## src/rtl/button_count_3bit.sv

```systemverilog
// Two-button up/down mod-8 counter with debounce and blinking display enable;
// feeds the I/E inputs of the 3-bit 7-segment decoder.
module button_count_3bit #(
    parameter int DEB_CYCLES = 250000,
    parameter int BLINK_DIV  = 12500000
) (
    input  logic       clk,
    input  logic       rst_n,
    input  logic       UP,
    input  logic       DN,
    input  logic       CLR,
    input  logic       HOLD,
    input  logic       EN,
    input  logic       BLINK,
    output logic [2:0] I,
    output logic       E,
    output logic       CARRY,
    output logic       BORROW
);

    localparam int DEB_W = $clog2(DEB_CYCLES);
    localparam int BLK_W = $clog2(BLINK_DIV);
    localparam logic [DEB_W-1:0] DEB_LAST = DEB_W'(DEB_CYCLES - 1);
    localparam logic [BLK_W-1:0] BLK_LAST = BLK_W'(BLINK_DIV - 1);

    logic [1:0] w_raw;
    logic [1:0] w_press;

    assign w_raw = {DN, UP};

    // Per button: 2-flop synchronizer, debounce filter, rising-edge detect.
    for (genvar g = 0; g < 2; g++) begin : g_btn
        logic             r_sync1;
        logic             r_sync2;
        logic             r_deb;
        logic             r_deb_d;
        logic [DEB_W-1:0] r_cnt;

        always_ff @(posedge clk or negedge rst_n) begin
            if (!rst_n) begin
                r_sync1 <= 1'b0;
                r_sync2 <= 1'b0;
                r_deb   <= 1'b0;
                r_deb_d <= 1'b0;
                r_cnt   <= '0;
            end else begin
                r_sync1 <= w_raw[g];
                r_sync2 <= r_sync1;
                r_deb_d <= r_deb;
                if (r_sync2 == r_deb) begin
                    r_cnt <= '0;
                end else if (r_cnt == DEB_LAST) begin
                    r_deb <= ~r_deb;
                    r_cnt <= '0;
                end else begin
                    r_cnt <= r_cnt + DEB_W'(1);
                end
            end
        end

        assign w_press[g] = r_deb & ~r_deb_d;
    end

    logic       w_up;
    logic       w_dn;
    logic [2:0] r_i;
    logic       r_carry;
    logic       r_borrow;

    assign w_up = w_press[0];
    assign w_dn = w_press[1];

    // Clear beats hold beats presses; simultaneous presses cancel.
    always_ff @(posedge clk or negedge rst_n) begin
        if (!rst_n) begin
            r_i      <= 3'd0;
            r_carry  <= 1'b0;
            r_borrow <= 1'b0;
        end else begin
            r_carry  <= 1'b0;
            r_borrow <= 1'b0;
            if (CLR) begin
                r_i <= 3'd0;
            end else if (HOLD || (w_up && w_dn)) begin
                r_i <= r_i;
            end else if (w_up) begin
                r_i     <= r_i + 3'd1;
                r_carry <= (r_i == 3'd7);
            end else if (w_dn) begin
                r_i      <= r_i - 3'd1;
                r_borrow <= (r_i == 3'd0);
            end
        end
    end

    logic [BLK_W-1:0] r_presc;
    logic             r_phase;
    logic [BLK_W-1:0] w_presc_nxt;
    logic             w_phase_nxt;
    logic             r_e;

    always_comb begin
        w_presc_nxt = '0;
        w_phase_nxt = 1'b1;
        if (BLINK) begin
            if (r_presc == BLK_LAST) begin
                w_presc_nxt = '0;
                w_phase_nxt = ~r_phase;
            end else begin
                w_presc_nxt = r_presc + BLK_W'(1);
                w_phase_nxt = r_phase;
            end
        end
    end

    // E uses the next phase so it changes on the same edge as the phase.
    always_ff @(posedge clk or negedge rst_n) begin
        if (!rst_n) begin
            r_presc <= '0;
            r_phase <= 1'b1;
            r_e     <= 1'b0;
        end else begin
            r_presc <= w_presc_nxt;
            r_phase <= w_phase_nxt;
            r_e     <= EN & w_phase_nxt;
        end
    end

    assign I      = r_i;
    assign E      = r_e;
    assign CARRY  = r_carry;
    assign BORROW = r_borrow;

endmodule

```

## config.mk

```make
export PLATFORM = sky130hd
export DESIGN_NAME = button_count_3bit
export DESIGN_NICKNAME = d
export VERILOG_FILES = /design/src/rtl/button_count_3bit.sv
export SDC_FILE = /design/constraint.sdc
export NUM_CORES = 1
export LEC_CHECK = 0
export BUFFER_PORTS_ARGS = -buffer_cell sky130_fd_sc_hd__buf_2
export CAP_MARGIN = 20
export CORE_MARGIN = 5
export CORE_UTILIZATION = 44
export CTS_CLUSTER_SIZE = 16
export DETAILED_ROUTE_END_ITERATION = 10
export SLEW_MARGIN = 20
export SYNTH_ARGS = -nofsm -noshare
export SYNTH_HDL_FRONTEND = slang
export SYNTH_SLANG_ARGS = --single-unit
```

## constraint.sdc

```tcl
create_clock -name clk -period 5.25 [get_ports clk]
set_clock_uncertainty 0.2 [all_clocks]
set_input_delay 1.05 -clock clk [delete_from_list [all_inputs] [get_ports clk]]
set_output_delay 1.05 -clock clk [all_outputs]
set_load 0.02 [all_outputs]
```

Yosys cells after proc, flatten, opt, wreduce, memory -nomap -nowiden
Cells that the tools add are included.

Logic and storage cells: 64. Input port bits: 8. Flip-flop bits (word level): 75. Output and inout bits: 6.

Multiplexer cells: 19. Bitwise logic cells: 10. Add/subtract/negate cells: 5. Equality and inequality tests: 7. Reduce and logical (&&, ||, !) cells: 7.

Operator list (number): $mux 18 (4); $mux 24 (2); $add 18x1->18 const B (2); $eq 18x18->1 const B (2); $add 24x1->24 const B (1); $eq 24x24->1 const B (1); $mux 3 (4); $mux 1 (9); $not 1->1 (7); $reduce_and 2->1 (3); $add 3x1->3 const B (1); $and 1x1->1 (3); $eq 3x3->1 const B (1); $logic_not 3->1 (1); $reduce_bool 3->1 (1); $sub 3x1->3 const B (1); $eq 1x1->1 (2); $ne 2x2->1 const B (1); $logic_and 1x1->1 (1); $logic_or 1x1->1 (1).

Depth between registers and ports, before layout
Gate-level depths: netlist of run 1.

Depth in word-level cells: 6. Depth in mapped cells: 6.

Worst setup path before layout of run 1
OpenSTA, ideal clock, no wires.

Path kind: register to register. Start: register r_presc[0]. End: register r_presc[20]. Required time: 4.972 ns. Data arrival time: 1.950 ns. Path slack: 3.022 ns. Stages on the path, launching flop included: 7. Cell sequence: dfrtp_1 ha_1 nand4_2 or4_4 buf_6 or4_1 a21oi_1.

Cells in the longest elaborated chain, start to end: 3.

Ends and longest elaborated chain: from (decl) (RTL line 96) `logic [BLK_W-1:0] r_presc;`; from (signal assigned) (RTL line 123) `r_presc <= w_presc_nxt;`; $add 24x1->24 or $eq 24x24->1 (tied branches) (RTL line 110, 106); $mux 24 (*) (RTL line 106) `if (r_presc == BLK_LAST) begin`; $mux 24 (*) (RTL line 105) `if (BLINK) begin`; via w_presc_nxt[20] (RTL line 98) `logic [BLK_W-1:0] w_presc_nxt;`.

Mark *: on every way through the listed nets, which the timed path passes. The rest lies on a longest branch. A chain may end at the register's enable or synchronous reset.

Worst setup path after layout of run 1
Start: register g_btn[0].r_cnt[0]. End: register g_btn[0].r_cnt[3].

Cells in the longest elaborated chain, start to end: 3.

Ends and longest elaborated chain: from (decl) (RTL line 37) `logic [DEB_W-1:0] r_cnt;`; from (signal assigned) (RTL line 56) `r_cnt <= r_cnt + DEB_W'(1);`; $add 18x1->18 or $eq 18x18->1 (tied branches) (RTL line 56, 52); $mux 18 (*) (RTL line 52) `end else if (r_cnt == DEB_LAST) begin`; $mux 18 (*) (RTL line 50) `if (r_sync2 == r_deb) begin`.

Every way passes the cells marked *; elsewhere a longest branch is shown, timed or not.

==> results of run 1 <==
Yosys cell counts (10+ instances only):
cell,instances,area (um^2)
or4_1,11,82.6
nand4_1,10,62.6
dfrtp_1,74,1850
xor2_1,14,123
o21ai_0,11,55.1
nor2_1,46,173
inv_1,13,48.8
nand3_1,24,120
nand2_1,24,90.1
nor4_1,16,100
a21oi_1,20,100
xnor2_1,27,236
critical path: stages, from the launching register on:
cell	delay, ns
dfrtp_1	0.41
ha_1	0.20
nand3_1	0.28
o41ai_2	0.77
buf_4	0.31
nor2_1	0.07
metrics by stage:
step           instance area (um^2)  hold slack [ns]
5_1_grt                        4050            0.158
3_5_place_dp                   3820            0.138
4_1_cts                        4050            0.157
6_report                       4050            0.154
2_1_floorplan                  3640            0.131
3_3_place_gp                   3820            0.132
final cells by class:
cell class,count,area share
repair buffers,16,0.0223
flip-flops and latches,75,0.464
multi-input cells,269,0.413
clock inverters,6,0.0220
clock buffers,10,0.0340
inverters,13,0.0121
well taps,105,0.0325
flip-flops by register name, indices dropped and copies added (netlist names):
signal	count
I	3
r_presc	24
E	1
g_btn.r_sync1	2
BORROW	1
g_btn.r_sync2	2
g_btn.r_deb	2
g_btn.r_cnt	36
r_phase	1
g_btn.r_deb_d	2
CARRY	1
path summary, 6_finish.rpt:
kind | endpoint | slack [ns] | cells after the start
max | g_btn[0].r_cnt[3] | 2.92 | 5
min | g_btn[1].r_sync2 | 0.15 | 0
min reg2reg | g_btn[1].r_sync2 | 0.15 | 0
min in group asynchronous | I[0] | 0.63 | 1
max in group asynchronous | r_presc[21] | 3.63 | 1
max reg2reg | g_btn[0].r_cnt[3] | 2.92 | 5
cells by family (layout without fill, tap and decap cells):
kind of cell,Yosys count,count (layout),share of synthesized area
muxes,2,2,0.00619
AOI/OAI and AO/OA,45,45,0.0757
and+or+nand+nor,177,177,0.263
buffers and inverters,21,45,0.0244
DFF,75,75,0.516
xor gates and xnor gates,41,41,0.0987
adders and majority gates,4,4,0.0158
power by group through the flow:
stage	clock network [uW]	registers [uW]	logic [uW]
after CTS	519	591	38.2
final	502	591	36.3
after global routing	540	593	43.6
after global placement	0	602	37.8
after floorplan	0	602	16.5
after detailed placement	0	603	38.2
per-layer routing:
layer  up-vias  part of all wire  global-route usage
li1       1351                 -                   -
met1      1335              0.47               0.191
met5         -                 0                   0
met2        46              0.47               0.240
met3         8             0.037              0.0284
met4         0             0.020              0.0849
==> impl_metrics.env, run 1 <==
export IMPL_worst_hold_startpoint="g_btn[1].r_sync1"
export IMPL_antenna_found_initial=0
export IMPL_cts_setup_buffers=0
export IMPL_drt_total_wl_um=6840
export IMPL_yosysWarnings=0
export IMPL_num_nets_final=396
export IMPL_category_of_the_critical_setup_timing_path="flop to flop"
export IMPL_power_switching_fraction=0.225
export IMPL_routed_via_density=5.55
export IMPL_cts_made_buffers=9
export IMPL_numClockSinks=75
export IMPL_syn_inst=365
export IMPL_ys_seq_area_frac=0.516
export IMPL_ioPinCount=14
export IMPL_setup_total_negative_slack_ns=0
export IMPL_cts_htree_levels=3
export IMPL_period_minus_slack_ns=2.33
export IMPL_cp_data_required_time_ns=5.29
export IMPL_regArea_mm2=0.00188
export IMPL_layout_common_cells="74 x dfrtp_1, 46 x nor2_1, 27 x xnor2_1"
export IMPL_cellPowerDensity_mw_per_mm2=279
export IMPL_synth_distinct_cells=41
export IMPL_result_of_the_run="finished, final reports clean"
export IMPL_yosys_most_used_dff="dfrtp_1"
export IMPL_cts_resized=0
export IMPL_critPathCaptureType="flop"
export IMPL_synth_enable_flop_cells=0
export IMPL_placed_cells_incl_taps=478
export IMPL_multi_input_area_mm2=0.00167
export IMPL_syn2layout_area_growth_pct=11.2
export IMPL_grt_max_degree=76
export IMPL_pre_cts_slack_ns=2.93
export IMPL_clk_transition_reported_paths_ns=0.08
export IMPL_first_pass_iters=4
export IMPL_synth_area_per_cell_um2=9.97
export IMPL_worst_skew_pair_late_latency_ns=0.35
export IMPL_routabilityCongestion=0.802
export IMPL_filler_cell_count=738
export IMPL_final_hold_violation_count=0
export IMPL_detail_route_wl_per_cell_um=13.8
export IMPL_power_total_uw=1130
export IMPL_die_x_um=101
export IMPL_cap_violations=0
export IMPL_dp_final_hpwl_um=4600
export IMPL_vias=2740
export IMPL_tritoncts="done"
export IMPL_layoutNonFillerInstCount=494
export IMPL_timing_max_slew_rel_slack=0.388
export IMPL_drc=0
export IMPL_critPathMaxFanout=12
export IMPL_port_buffers=13
export IMPL_critical_r2r_launch="g_btn[0].r_cnt[0]"
export IMPL_diodes=0
export IMPL_total_leakage_power_uw=0.00159
export IMPL_first_iter_violations=110
export IMPL_die_area_mm2=0.0102
export IMPL_grt_pass1_wl_um=12200
export IMPL_grt_overflow_total=0
export IMPL_p_comb_frac=0.032
export IMPL_period_utilization_post_route=0.444
export IMPL_worst_pin_slew_ns=0.918
export IMPL_groute_usage_overall=0.150
export IMPL_report_final_slew_viol_count=0
export IMPL_rsz0062_at_grt="false"
export IMPL_max_freq_mhz=429
export IMPL_synth_area_mm2=0.00364
export IMPL_cp_arrival_ns=2.37
export IMPL_kind_of_start_point_of_the_critical_path="flop"
export IMPL_first_global_vias=2736
export IMPL_setup_ws_ns=2.92
export IMPL_ant_nets=0
export IMPL_post_cts_hold_buffer_count=0
export IMPL_pwr_share_seq=0.523
export IMPL_layout_cells_most_common="dfrtp_1"
export IMPL_cts_root_buf="clkbuf_8"
export IMPL_postSynthNetCount=377
export IMPL_initial_core_util=0.447
export IMPL_timing_final_setup_violations=0
export IMPL_drive_above_1_share=0.118
export IMPL_p_int_uw=876
export IMPL_p_switching_uw=255
export IMPL_power_share_clock=0.445
export IMPL_peakVddDrop_mv=0.132
export IMPL_finish_utilization=0.497
export IMPL_worstHoldPathType="flop to flop"
export IMPL_max_clock_path_buffers=2
export IMPL_core_area_mm2=0.00813
export IMPL_ys_async_sr_fraction=1.00
export IMPL_placement_rows=33
export IMPL_setup_worst_path_start="g_btn[0].r_cnt[0]"
export IMPL_synth_seq_cells=75
export IMPL_floorplan_die_height_um=101
Note: power is estimated with default switching activity, not from simulation.
==> run 2: changes to the inputs <==
- ABC_AREA: default -> 1
- clock period: 5.25 -> 2.4 ns (I/O delays scaled with it)
==> run 2 against run 1 <==
  * Combinational power grew to 2.5 times the previous value
  * Synthesized area up 8.9%
  * Synthesized cell count is 37% higher
  * Non-clock buffer count shrank 1
  * Largest power group unchanged
  * Design area up 7.6%
  * Final cell count increased by 29%
  * Sequential share of layout area fell by 3.3 points
==> impl_metrics.env, run 2 <==
export IMPL_worst_skew_pair_late_latency_ns=0.36
export IMPL_p_comb_frac=0.040
export IMPL_worst_pin_slew_ns=0.523
export IMPL_initial_core_util=0.452
export IMPL_largest_register_ff_count=36
export IMPL_ioPinCount=14
export IMPL_vias=3132
export IMPL_whs_path_depth=1
export IMPL_syn_inst=501
export IMPL_worst_r2r_endpoint="r_presc[16]"
export IMPL_routed_via_density=4.92
export IMPL_cts_root_buf="clkbuf_8"
export IMPL_final_hold_violation_count=0
export IMPL_ys_seq_area_frac=0.474
export IMPL_layoutNonFillerInstCount=637
export IMPL_power_switching_fraction=0.262
export IMPL_timing_max_slew_rel_slack=0.651
export IMPL_cells_on_worst_reg2reg_path=6
export IMPL_report_final_slew_viol_count=0
export IMPL_worst_r2r_setup_slack_ns=0.59
export IMPL_dp_final_hpwl_um=5820
export IMPL_synth_area_mm2=0.00396
export IMPL_yosysWarnings=0
export IMPL_peakVddDrop_mv=0.373
export IMPL_core_area_mm2=0.00876
export IMPL_num_nets_final=536
export IMPL_first_pass_iters=5
export IMPL_tritoncts="done"
export IMPL_category_of_the_critical_setup_timing_path="flop to flop"
export IMPL_pwr_share_seq=0.561
export IMPL_result_of_the_run="finished, final reports clean"
export IMPL_synth_seq_cells=75
export IMPL_kind_of_start_point_of_the_critical_path="flop"
export IMPL_filler_cell_count=872
export IMPL_layout_common_cells="107 x nor2_1, 97 x nand2_1, 74 x dfrtp_1"
export IMPL_synth_most_common_cell="nor2_1"
export IMPL_synth_top_cell_area_share=0.468
export IMPL_grt_pass1_wl_um=14200
export IMPL_cap_violations=0
export IMPL_critPathCaptureType="flop"
export IMPL_worst_hold_startpoint="DN"
export IMPL_groute_usage_overall=0.156
export IMPL_p_int_uw=1700
export IMPL_setup_total_negative_slack_ns=0
export IMPL_cellPowerDensity_mw_per_mm2=528
export IMPL_die_x_um=105
export IMPL_cp_arrival_ns=1.84
export IMPL_p_switching_uw=601
export IMPL_cp_data_required_time_ns=2.43
export IMPL_placement_rows=34
export IMPL_die_area_mm2=0.0110
export IMPL_critical_r2r_launch="r_presc[0]"
export IMPL_postSynthNetCount=513
export IMPL_clk_transition_reported_paths_ns=0.09
export IMPL_hold_end="g_btn[1].r_sync1"
export IMPL_hold_ws_ns=0.0380
export IMPL_critPathMaxFanout=12
export IMPL_routabilityCongestion=0.866
export IMPL_diodes=0
export IMPL_total_leakage_power_uw=0.00198
export IMPL_ant_nets=0
export IMPL_synthTopCellsByCount="107 x nor2_1, 97 x nand2_1, 74 x dfrtp_1, 62 x inv_1, 36 x nand3_1"
export IMPL_drive_above_1_share=0.127
export IMPL_numClockSinks=75
export IMPL_timing_final_setup_violations=0
export IMPL_drt_total_wl_um=7940
export IMPL_drc=0
export IMPL_placed_area_mm2=0.00416
export IMPL_first_iter_violations=102
export IMPL_placed_cells_incl_taps=620
export IMPL_largest_register="g_btn.r_cnt"
export IMPL_synth_largest_area_cell="dfrtp_1"
export IMPL_first_global_vias=3082
export IMPL_worstHoldPathType="input port to flop"
export IMPL_synth_area_per_cell_um2=7.90
export IMPL_synth_distinct_cells=32
export IMPL_finish_utilization=0.497
export IMPL_antenna_found_initial=0
export IMPL_max_clock_path_buffers=2
export IMPL_floorplan_die_height_um=105
export IMPL_port_buffers=13
export IMPL_detail_route_wl_per_cell_um=12.5
export IMPL_max_freq_mhz=554
export IMPL_ys_top_cells_by_area="dfrtp_1 47%, nor2_1 10%, nand2_1 9.2%, inv_1 5.9%, nand3_1 4.5%"
export IMPL_syn2layout_area_growth_pct=9.92
export IMPL_layout_cells_most_common="nor2_1"
export IMPL_cts_setup_buffers=0
export IMPL_layout_cell_area_non_filler_mm2=0.00435
export IMPL_ys_async_sr_fraction=1.00
export IMPL_power_share_clock=0.399
export IMPL_yosys_most_used_dff="dfrtp_1"
export IMPL_rsz0062_at_grt="false"
export IMPL_period_minus_slack_ns=1.81
export IMPL_period_utilization_post_route=0.752
export IMPL_cts_made_buffers=9
export IMPL_cts_htree_levels=3
export IMPL_grt_overflow_total=0
export IMPL_grt_max_degree=40
export IMPL_synth_enable_flop_cells=0
## run 2: cell types whose count changed after synthesis, moves of 7 or more
cell	delta
nand2_1	+73
nor2_1	+61
inv_1	+49
xnor2_1	-18
nor4_1	-15
nor3_1	+14
nand3_1	+12
nor2_2	+11
or4_1	-11
o31ai_1	-9
or3_1	-9
nor2_4	+7
o21ai_0	-7
## run 2: layout make-up
class / count / area (um^2) / area share
clock buffers: 9 / 124 / 0.0285
clock inverters: 7 / 62.6 / 0.0144
inverters: 64 / 240 / 0.0552
multi-input cells: 359 / 1820 / 0.417
flip-flops and latches: 75 / 1880 / 0.431
well taps: 108 / 135 / 0.0310
repair buffers: 15 / 97.6 / 0.0224
## run 2: per-layer routing
layer,vias up,wire length [um],global-route usage
met5,-,0,0
met4,0,138,0.0603
met3,14,307,0.0370
met2,45,3730,0.250
met1,1458,3770,0.205
li1,1615,-,-
## run 2: timing repair
| item | 4_1_cts | 5_1_grt |
|---|---|---|
| hold endpoints to repair | 37 | 0 |
| gates resized for setup | 0 | 0 |
| hold buffers | 1 | 0 |
## run 2: cell families after synthesis
group | share of synthesized area
buffers and inverters | 0.0673
xor gates and xnor gates | 0.0572
AOI/OAI and AO/OA | 0.0307
adders and majority gates | 0.0145
and+or+nand+nor | 0.356
DFF | 0.474
## run 2: power by group through the flow
stage                     sequential [uW]  clock [uW]  combinational [uW]
final                                1290         917                91.5
after global routing                 1290        1010                 108
after CTS                            1290         951                95.2
after detailed placement             1320           0                93.6
after global placement               1310           0                90.6
after floorplan                      1310           0                44.8
## run 2: worst max path at each step
| stage | endpoint | slack (ns) | cells after the start | from |
|---|---|---|---|---|
| after CTS | r_presc[16] | 0.56 | 6 | r_presc[0] |
| after global routing | r_presc[16] | 0.41 | 6 | r_presc[0] |
| after global placement | r_presc[16] | 0.63 | 6 | r_presc[0] |
| after floorplan | I[1] | 0.82 | 5 | I[0] |
| final | r_presc[16] | 0.59 | 6 | r_presc[0] |
| after detailed placement | r_presc[16] | 0.59 | 6 | r_presc[0] |
## run 2: stage by stage
step | setup slack (ns) | total power [uW]
after floorplan | 0.819 | 1360
after global placement | 0.629 | 1410
after detailed placement | 0.593 | 1410
after CTS | 0.559 | 2340
after global routing | 0.410 | 2410
final | 0.595 | 2300
## run 2: worst max-delay path, cell delays in order, from the launching register on
cell and delay (ns):
dfrtp_1 0.40, ha_1 0.21, nand3_2 0.15, nor2_1 0.18, nand3_2 0.17, nand2_2 0.27
nor3_1 0.10
==> run 3: changes to the inputs <==
- clock period: 2.4 -> 1.75 ns (I/O delays scaled with it)
==> run 3 against run 2 <==
  * Wire length increased by 0.26%
  * Worst hold slack improved by 0.073 ns
  * Largest cell class is now multi-input gates
  * Setup slack got worse by 0.50 ns
  * Critical endpoint is now g_btn[1].r_cnt[14]
  * Highest routed layer unchanged
  * Maximum frequency increased by 9.4%
  * Non-clock buffer count increased by 17
  * Critical path depth increased by 4
  * Total power increased by 38%
  * Sequential cell count unchanged
  * Sequential share of layout area decreased by 2.0 points
  * Critical path type unchanged
  * Register-to-register slack got worse by 0.50 ns
  * Sequential power increased by 37%
==> impl_metrics.env, run 3 (synthesis results as in run 2) <==
export IMPL_pre_cts_slack_ns=0.0189
export IMPL_cellPowerDensity_mw_per_mm2=695
export IMPL_report_final_slew_viol_count=0
export IMPL_diodes=0
export IMPL_largest_register="g_btn.r_cnt"
export IMPL_final_hold_violation_count=0
export IMPL_clk_transition_reported_paths_ns=0.09
export IMPL_placed_cells_incl_taps=630
export IMPL_drt_total_wl_um=7960
export IMPL_worstHoldPathType="input port to flop"
export IMPL_grt_max_degree=38
export IMPL_timing_final_setup_violations=0
export IMPL_setup_total_negative_slack_ns=0
export IMPL_vias=3177
export IMPL_detail_route_wl_per_cell_um=12.2
export IMPL_critPathCaptureType="flop"
export IMPL_total_leakage_power_uw=0.00207
export IMPL_layout_common_cells="103 x nor2_1, 95 x nand2_1, 73 x dfrtp_1"
export IMPL_routed_via_density=4.86
export IMPL_cp_arrival_ns=1.71
export IMPL_routabilityCongestion=0.857
export IMPL_grt_pass1_wl_um=13800
export IMPL_worst_r2r_setup_slack_ns=0.1
export IMPL_timing_max_slew_rel_slack=0.737
export IMPL_period_minus_slack_ns=1.65
export IMPL_dp_final_hpwl_um=5850
export IMPL_critPathMaxFanout=4
export IMPL_cts_root_buf="clkbuf_8"
export IMPL_layout_cell_area_non_filler_mm2=0.00457
export IMPL_cap_violations=0
export IMPL_ioPinCount=14
export IMPL_kind_of_start_point_of_the_critical_path="flop"
export IMPL_first_global_vias=2977
export IMPL_tritoncts="done"
export IMPL_largest_register_ff_count=36
export IMPL_numClockSinks=75
export IMPL_initial_core_util=0.452
export IMPL_peakVddDrop_mv=0.411
export IMPL_result_of_the_run="finished, final reports clean"
export IMPL_worst_pin_slew_ns=0.395
export IMPL_first_pass_iters=4
export IMPL_cp_data_required_time_ns=1.81
export IMPL_antenna_found_initial=0
export IMPL_core_area_mm2=0.00876
export IMPL_floorplan_die_height_um=105
export IMPL_first_iter_violations=108
export IMPL_worst_skew_pair_late_latency_ns=0.36
export IMPL_cts_made_buffers=9
export IMPL_max_clock_path_buffers=2
export IMPL_rsz0062_at_grt="true"
export IMPL_die_x_um=105
export IMPL_groute_usage_overall=0.152
export IMPL_placed_area_mm2=0.00423
export IMPL_setup_ws_ns=0.0992
export IMPL_period_utilization_post_route=0.943
export IMPL_num_nets_final=553
export IMPL_syn2layout_area_growth_pct=15.5
export IMPL_layoutNonFillerInstCount=654
export IMPL_port_buffers=13
export IMPL_die_area_mm2=0.0110
export IMPL_category_of_the_critical_setup_timing_path="flop to flop"
export IMPL_drive_above_1_share=0.174
export IMPL_ant_nets=0
export IMPL_placement_rows=34
export IMPL_max_freq_mhz=606
export IMPL_drc=0
export IMPL_layout_cells_most_common="nor2_1"
export IMPL_grt_overflow_total=0
export IMPL_cts_htree_levels=3
-- run 3: cell count changes in the layout (fill, tap and decap cells not counted), sizes merged --
cell         change
clkinv           +1
buf             +13
clkinvlp         -1
dlygate4sd3      +4
-- run 3: routing by layer --
metal,part of all wire,wire [um],global-route usage,up-vias
li1,-,-,-,1652
met1,0.49,3880,0.211,1473
met2,0.47,3710,0.235,42
met3,0.031,246,0.0358,10
met4,0.015,120,0.0502,0
met5,0,0,0,-
-- run 3: critical path, stage by stage, from the launching register on --
cell	delay [ns]
dfrtp_1	0.36
ha_1	0.17
nand2_1	0.07
inv_1	0.09
nand3_2	0.11
nor2_2	0.20
inv_1	0.08
nor2_1	0.13
nand2_1	0.07
nand2_1	0.05
nor2_1	0.04
-- run 3: final cells by class --
type / instances / area [um^2]
Fill cell: 846 / 4190
Clock inverter: 7 / 61.3
Tap cell: 108 / 135
Inverter: 64 / 240
Clock buffer: 9 / 124
Timing Repair Buffer: 32 / 235
Multi-Input combinational cell: 359 / 1900
Sequential cell: 75 / 1880
-- run 3: repair_timing --
item                                    CTS  global route
gates resized for setup                   0            23
endpoints found under the setup margin    0            35
buffers inserted                          0             3
hold buffers                              5             0
endpoints found under the hold margin    29             0
-- run 3: stage by stage --
| step | hold slack [ns] | util | total power, uW |
|---|---|---|---|
| 2_1_floorplan | -0.146 | - | 1860 |
| 3_3_place_gp | 0.104 | 0.483 | 1940 |
| 3_5_place_dp | 0.104 | 0.483 | 1940 |
| 4_1_cts | 0.0819 | 0.510 | 3210 |
| 5_1_grt | 0.104 | 0.522 | 3340 |
| 6_report | 0.111 | 0.522 | 3180 |
-- run 3: worst paths after layout --
kind / start / to / cells past startpoint
max reg2reg: g_btn[1].r_cnt[1] / g_btn[1].r_cnt[14] / 10
min reg2reg: g_btn[0].r_sync1 / g_btn[0].r_sync2 / 0
max in group asynchronous: rst_n / g_btn[0].r_cnt[12] / 3
max: g_btn[1].r_cnt[1] / g_btn[1].r_cnt[14] / 10
min in group asynchronous: rst_n / CARRY / 2
min: BLINK / r_presc[23] / 3
-- run 3: where the power goes --
part           leakage (uW)  switching (uW)  internal, uW
clock             0.0000879             724           536
combinational      0.000957            92.7          54.8
sequential          0.00102            18.0          1750
